<file path="src/rtl/minmax_pkg.sv">
// minmax_pkg -- shared definitions for the min/max window tracker.
//   MODE_RUNNING / MODE_WINDOW : encodings of the minmax_window mode input.
//   is_greater / is_less       : magnitude compare of two zero-extended
//                                w-bit values. sgn=1 gives a two's-complement
//                                compare and sgn=0 an unsigned one. Operands
//                                may be up to CMP_MAXW bits wide.
package minmax_pkg;

    localparam logic MODE_RUNNING = 1'b0;
    localparam logic MODE_WINDOW  = 1'b1;

    localparam int CMP_MAXW = 64;

    // Flipping the sign bit maps two's-complement order onto unsigned
    // order. The caller's value is zero-extended, so bits above w-1 are
    // zero in both operands.
    function automatic logic [CMP_MAXW-1:0] cmp_key(input logic [CMP_MAXW-1:0] v,
                                                    input int w, input logic sgn);
        return v ^ (CMP_MAXW'(sgn) << (w - 1));
    endfunction

    function automatic logic is_greater(input logic [CMP_MAXW-1:0] a,
                                        input logic [CMP_MAXW-1:0] b,
                                        input int w, input logic sgn);
        return cmp_key(a, w, sgn) > cmp_key(b, w, sgn);
    endfunction

    function automatic logic is_less(input logic [CMP_MAXW-1:0] a,
                                     input logic [CMP_MAXW-1:0] b,
                                     input int w, input logic sgn);
        return cmp_key(a, w, sgn) < cmp_key(b, w, sgn);
    endfunction

endpackage

</file>
<file path="src/rtl/minmax_reduce.sv">
// minmax_reduce -- combinational min/max over the masked entries of a buffer.
//   entries : DEPTH samples, WIDTH bits each
//   valid   : one bit per entry; only set entries take part
//   max/min : extremes of the valid entries, 0 when no entry is valid
// On ties the lower-index entry is kept. Ties cannot change the value.
module minmax_reduce
    import minmax_pkg::*;
#(
    parameter int WIDTH  = 32,
    parameter int DEPTH  = 8,
    parameter int SIGNED = 1
) (
    input  logic [DEPTH-1:0][WIDTH-1:0] entries,
    input  logic [DEPTH-1:0]            valid,
    output logic [WIDTH-1:0]            max,
    output logic [WIDTH-1:0]            min
);

    logic found;

    always_comb begin
        found = 1'b0;
        max   = '0;
        min   = '0;
        for (int i = 0; i < DEPTH; i++) begin
            if (valid[i]) begin
                if (!found) begin
                    max   = entries[i];
                    min   = entries[i];
                    found = 1'b1;
                end else begin
                    if (is_greater(CMP_MAXW'(entries[i]), CMP_MAXW'(max), WIDTH, SIGNED != 0))
                        max = entries[i];
                    if (is_less(CMP_MAXW'(entries[i]), CMP_MAXW'(min), WIDTH, SIGNED != 0))
                        min = entries[i];
                end
            end
        end
    end

endmodule

</file>
<file path="src/rtl/minmax_window.sv">
// minmax_window -- running and sliding-window min/max tracker.
//   clock, reset     : rising-edge clock and synchronous active-high reset
//   in_valid, data   : sample input, accepted when in_valid=1 and reset=0
//   mode             : 0 gives running (all-time) extremes, 1 gives the
//                      extremes of the last DEPTH samples
//   out_valid        : at least one sample has been held since reset
//   max, min         : selected extremes, registered (latency 1)
//   count            : window occupancy, saturates at DEPTH
//   range            : max-min (WIDTH+1 bits, unsigned). Present only when
//                      MINMAX_WINDOW_RANGE_EN is defined.
// WIDTH must be 2..64. DEPTH must be a power of two and at least 2.
module minmax_window
    import minmax_pkg::*;
#(
    parameter int WIDTH  = 32,
    parameter int DEPTH  = 8,
    parameter int SIGNED = 1
) (
    input  logic                   clock,
    input  logic                   reset,
    input  logic                   in_valid,
    input  logic [WIDTH-1:0]       data,
    input  logic                   mode,
    output logic                   out_valid,
    output logic [WIDTH-1:0]       max,
    output logic [WIDTH-1:0]       min,
    output logic [$clog2(DEPTH):0] count
`ifdef MINMAX_WINDOW_RANGE_EN
    ,
    output logic [WIDTH:0]         range
`endif
);

    localparam int PW = $clog2(DEPTH);
    localparam int CW = PW + 1;

    logic [DEPTH-1:0][WIDTH-1:0] buf_q, buf_d;
    logic [PW-1:0]               wr_ptr_q, wr_ptr_d;
    logic [CW-1:0]               count_q, count_d;
    logic                        valid_q, valid_d;
    logic [WIDTH-1:0]            run_max_q, run_max_d, run_min_q, run_min_d;
    logic [WIDTH-1:0]            max_q, max_d, min_q, min_d;
    logic [DEPTH-1:0]            occ_d;
    logic [WIDTH-1:0]            win_max, win_min;

    // Next stored state. Reset priority is applied in the flop block.
    always_comb begin
        buf_d     = buf_q;
        wr_ptr_d  = wr_ptr_q;
        count_d   = count_q;
        valid_d   = valid_q;
        run_max_d = run_max_q;
        run_min_d = run_min_q;
        if (in_valid) begin
            buf_d[wr_ptr_q] = data;
            wr_ptr_d        = wr_ptr_q + PW'(1);  // wraps at DEPTH (power of two)
            if (count_q != CW'(DEPTH))
                count_d = count_q + CW'(1);
            valid_d = 1'b1;
            if (!valid_q) begin
                run_max_d = data;
                run_min_d = data;
            end else begin
                if (is_greater(CMP_MAXW'(data), CMP_MAXW'(run_max_q), WIDTH, SIGNED != 0))
                    run_max_d = data;
                if (is_less(CMP_MAXW'(data), CMP_MAXW'(run_min_q), WIDTH, SIGNED != 0))
                    run_min_d = data;
            end
        end
    end

    // Entries fill from index 0 after reset. The occupied set is therefore
    // always the first count_d slots.
    always_comb begin
        occ_d = '0;
        for (int i = 0; i < DEPTH; i++)
            occ_d[i] = CW'(i) < count_d;
    end

    // The reduction sees next-state contents, so a sample accepted this edge
    // is included in the registered windowed result.
    minmax_reduce #(
        .WIDTH  (WIDTH),
        .DEPTH  (DEPTH),
        .SIGNED (SIGNED)
    ) u_reduce (
        .entries (buf_d),
        .valid   (occ_d),
        .max     (win_max),
        .min     (win_min)
    );

    always_comb begin
        max_d = '0;
        min_d = '0;
        if (valid_d) begin
            max_d = (mode == MODE_WINDOW) ? win_max : run_max_d;
            min_d = (mode == MODE_WINDOW) ? win_min : run_min_d;
        end
    end

`ifdef MINMAX_WINDOW_RANGE_EN
    logic [WIDTH:0] range_q, range_d;

    // Extend by one bit. The true difference lies in 0..2^WIDTH-1, so it fits.
    always_comb begin
        range_d = {(SIGNED != 0) & max_d[WIDTH-1], max_d}
                - {(SIGNED != 0) & min_d[WIDTH-1], min_d};
    end

    always_ff @(posedge clock) begin
        if (reset) range_q <= '0;
        else       range_q <= range_d;
    end

    assign range = range_q;
`endif

    always_ff @(posedge clock) begin
        if (reset) begin
            wr_ptr_q  <= '0;
            count_q   <= '0;
            valid_q   <= 1'b0;
            run_max_q <= '0;
            run_min_q <= '0;
            max_q     <= '0;
            min_q     <= '0;
        end else begin
            wr_ptr_q  <= wr_ptr_d;
            count_q   <= count_d;
            valid_q   <= valid_d;
            run_max_q <= run_max_d;
            run_min_q <= run_min_d;
            max_q     <= max_d;
            min_q     <= min_d;
        end
    end

    // Buffer data needs no reset. Entries count only when the occupancy
    // covers them, so clearing count invalidates every entry.
    always_ff @(posedge clock) begin
        if (!reset) buf_q <= buf_d;
    end

    assign out_valid = valid_q;
    assign max       = max_q;
    assign min       = min_q;
    assign count     = count_q;

endmodule
</file>
<file path="config.mk">
export PLATFORM = sky130hd
export DESIGN_NAME = minmax_window
export DESIGN_NICKNAME = d
export VERILOG_FILES = /design/src/rtl/minmax_pkg.sv /design/src/rtl/minmax_reduce.sv /design/src/rtl/minmax_window.sv
export SDC_FILE = /design/constraint.sdc
export NUM_CORES = 2
export LEC_CHECK = 0
export CORE_MARGIN = 8
export CORE_UTILIZATION = 42
export DETAILED_ROUTE_END_ITERATION = 12
export PLACE_DENSITY = 0.69
export SLEW_MARGIN = 25
export SYNTH_ARGS = -nofsm -noshare
export SYNTH_HDL_FRONTEND = slang
export SYNTH_SLANG_ARGS = --single-unit
</file>
<file path="constraint.sdc">
create_clock -name clock -period 42.1 [get_ports clock]
set_input_delay 8.42 -clock clock [delete_from_list [all_inputs] [get_ports clock]]
set_output_delay 8.42 -clock clock [all_outputs]
set_load 0.005 [all_outputs]
</file>
==> impl_metrics.ini <==
[outcome]
status = finished, final reports clean

[min_path]
min_path_type = reg2reg

[timing]
setup_viol = 0
drv_slew = 0
worst_slew_pin_slew_ps = 1060
slew_headroom_pct = 28.8
period_minus_slack_ps = 33480
fmax_mhz = 29.9
fin_setup_tns_ps = 0
fin_worst_skew_ps = 26.6
fin_crit_sh_pct = 79.5
report.final.hold_viol_count = 0
rsz0062_at_grt = false

[global_routing]
globalRouteTotalUtil_pct = 21.5
grt_pass1_vias = 25800
gr-total-overflow = 0
grt_pass1_wl_um = 148000
antenna_found_initial = 5
grt_max_degree = 125

[route]
drc_errors = 0
vias_per_cell = 5.68
ant_nets = 0
vias = 26700
drt_iter0_drc = 2279
detail_route.wl_per_cell_um = 20.4
drtPass1Iterations = 6
drt_wl_total_um = 95700

[final_layout]
mostFrequentLayoutCells = 467 x ha_1, 312 x nand2_1, 291 x nor2_1
n_fill_cell = 7318
area_growth_pct = 11.8
stdcell_area_um2 = 36500
final_common_cell = ha_1
fin_cells = 4704
nNetsFinal = 4128
antenna_cells = 0
drive_gt1_share_pct = 8.62

[clock_network]
ctsHtreeMaxLevel = 2
path_clk_slew_ps = 60
holdBufCountCts = 0
postCtsSetupBuffers = 0
clk_latency_ps = 610
cts.sinks = 392
cts_tree = yes
clock-root-buffer = clkbuf_16
cts_buffer_depth = 3
numCtsBuffers = 48
cts_resized = 0

[logic_synthesis]
synthMuxAreaShare_pct = 13.5
ys_warn_count = 0
yosys.area_share.xor_xnor_pct = 0.215
synth_edf_count = 256
synth_nets = 4090
ys_seq_elements = 392
synth_top_family_by_area = adder cells
synth_compound_area_share_pct = 17.5
syn-cell-area_um2 = 32600
synthCells = 3587
ys.flop_type = edfxtp_1
syn_area_per_cell_um2 = 9.09
yosys.area_share.simple_pct = 13.6
yosysUniqueCellTypes = 84
synthArstFlopShare_pct = 0
synthAdderAreaFrac_pct = 18.0
synth_seq_area_share_pct = 31.9

[placement]
io_buffers = 104
dp_hpwl_um = 73700
placed_cell_area_um2 = 34900
place_inst = 4615
gp_congestion = 0.939

[setup_path]
crit_path_end_kind = register
required_ps = 42550
cp-start-kind = input pin
slowest_stage = clkdlybuf4s50_1
path_max_fanout = 58
path_class = in2reg
worst-path-buf-inv = 11
crit_family = simple AND/OR/NAND/NOR gates
crit_arrival_ps = 33930
slowest_delay_ps = 800

[flow_run]
cap_violations = 0

[die]
placementRows = 102
die_area_um2 = 86800
die_w_um = 295
dieHeight_um = 295
coreArea_um2 = 77200
ios = 105
initial_utilization_pct = 42.2

[power_and_ir_drop]
powerDensity_nw_per_um2 = 41.1
p_leak_nw = 16.4
ir_drop_mv = 0.0262
==> logic make-up (layout without fill, tap and decap cells) <==
group,count (synthesis),count (layout)
simple gates,946,946
compound gates,898,898
fa+ha+maj,468,468
buf+inv,455,532
mux,420,420
flops,392,392
xor+xnor,8,8
==> flip-flops by register name, indices dropped and copies added (netlist names) <==
register / cells
min: 32
out_valid: 1
max: 32
run_min_q: 32
count: 4
buf_q: 256
run_max_q: 32
wr_ptr_q: 3
==> worst register-to-register path, delay by kind of cell, from the launching register on <==
family          cells  cell delay [ps]
mux                 1              370
buf+inv            10             2680
flops               1              510
fa+ha+maj           8             2550
compound gates     50             9740
simple gates       41             9370
==> final timing paths <==
kind	start	end	slack, ps	depth (start not counted)
worst max-delay path	in_valid	max[22]	8620	110
worst min-delay path	run_min_q[10]	run_min_q[10]	510	2
worst max register to register	count[0]	max[22]	16700	110
worst min register to register	run_min_q[10]	run_min_q[10]	510	2
==> final cells by class <==
class                      count  area (um^2)  share of cell area [%]
multi-input combinational   2740        20600                    56.5
sequential                   392        10400                    28.6
timing repair buffer         164         1500                    4.12
clock buffer                  73         1480                    4.06
tap                         1040         1300                    3.57
inverter                     279         1050                    2.89
clock inverter                16          104                   0.285
==> layer usage <==
metal,routed length (um),up-vias,global-route usage (%)
met1,46800,12600,31.5
met5,10,-,0
li1,-,13200,-
met3,6980,149,3.68
met4,2730,2,6.26
met2,39300,857,32.0
==> per-stage QoR <==
stage | total power, mW | worst slack, ps | util, % | hold WS (ps)
2_1_floorplan | 0.891 | 13140 | - | 473
3_3_place_gp | 1.06 | 8130 | 45.1 | 486
3_5_place_dp | 1.07 | 8010 | 45.1 | 499
4_1_cts | 1.50 | 8640 | 47.2 | 514
5_1_grt | 1.60 | 6720 | 47.2 | 547
6_report | 1.50 | 8620 | 47.2 | 514
==> synth_stat cells (37+ instances only) <==
cell type | number | share of area [%]
a21o_1 | 178 | 4.1
a21oi_1 | 269 | 4.1
clkbuf_1 | 151 | 1.7
dfxtp_1 | 136 | 8.4
edfxtp_1 | 256 | 24
ha_1 | 467 | 18
inv_1 | 276 | 3.2
mux2_2 | 133 | 4.6
mux2i_1 | 277 | 8.5
nand2_1 | 314 | 3.6
nand2b_1 | 37 | 0.71
nand4_1 | 99 | 1.9
nor2_1 | 296 | 3.4
nor2b_1 | 54 | 1.0
nor3_1 | 43 | 0.66
o21a_1 | 40 | 0.92
o21ai_0 | 216 | 3.3
==> report_power, final <==
group,switching [mW],internal (mW)
clock,0.179,0.244
sequential,0.00989,0.441
combinational,0.377,0.249
total,0.566,0.934
Note: power is estimated with default switching activity, not from simulation.
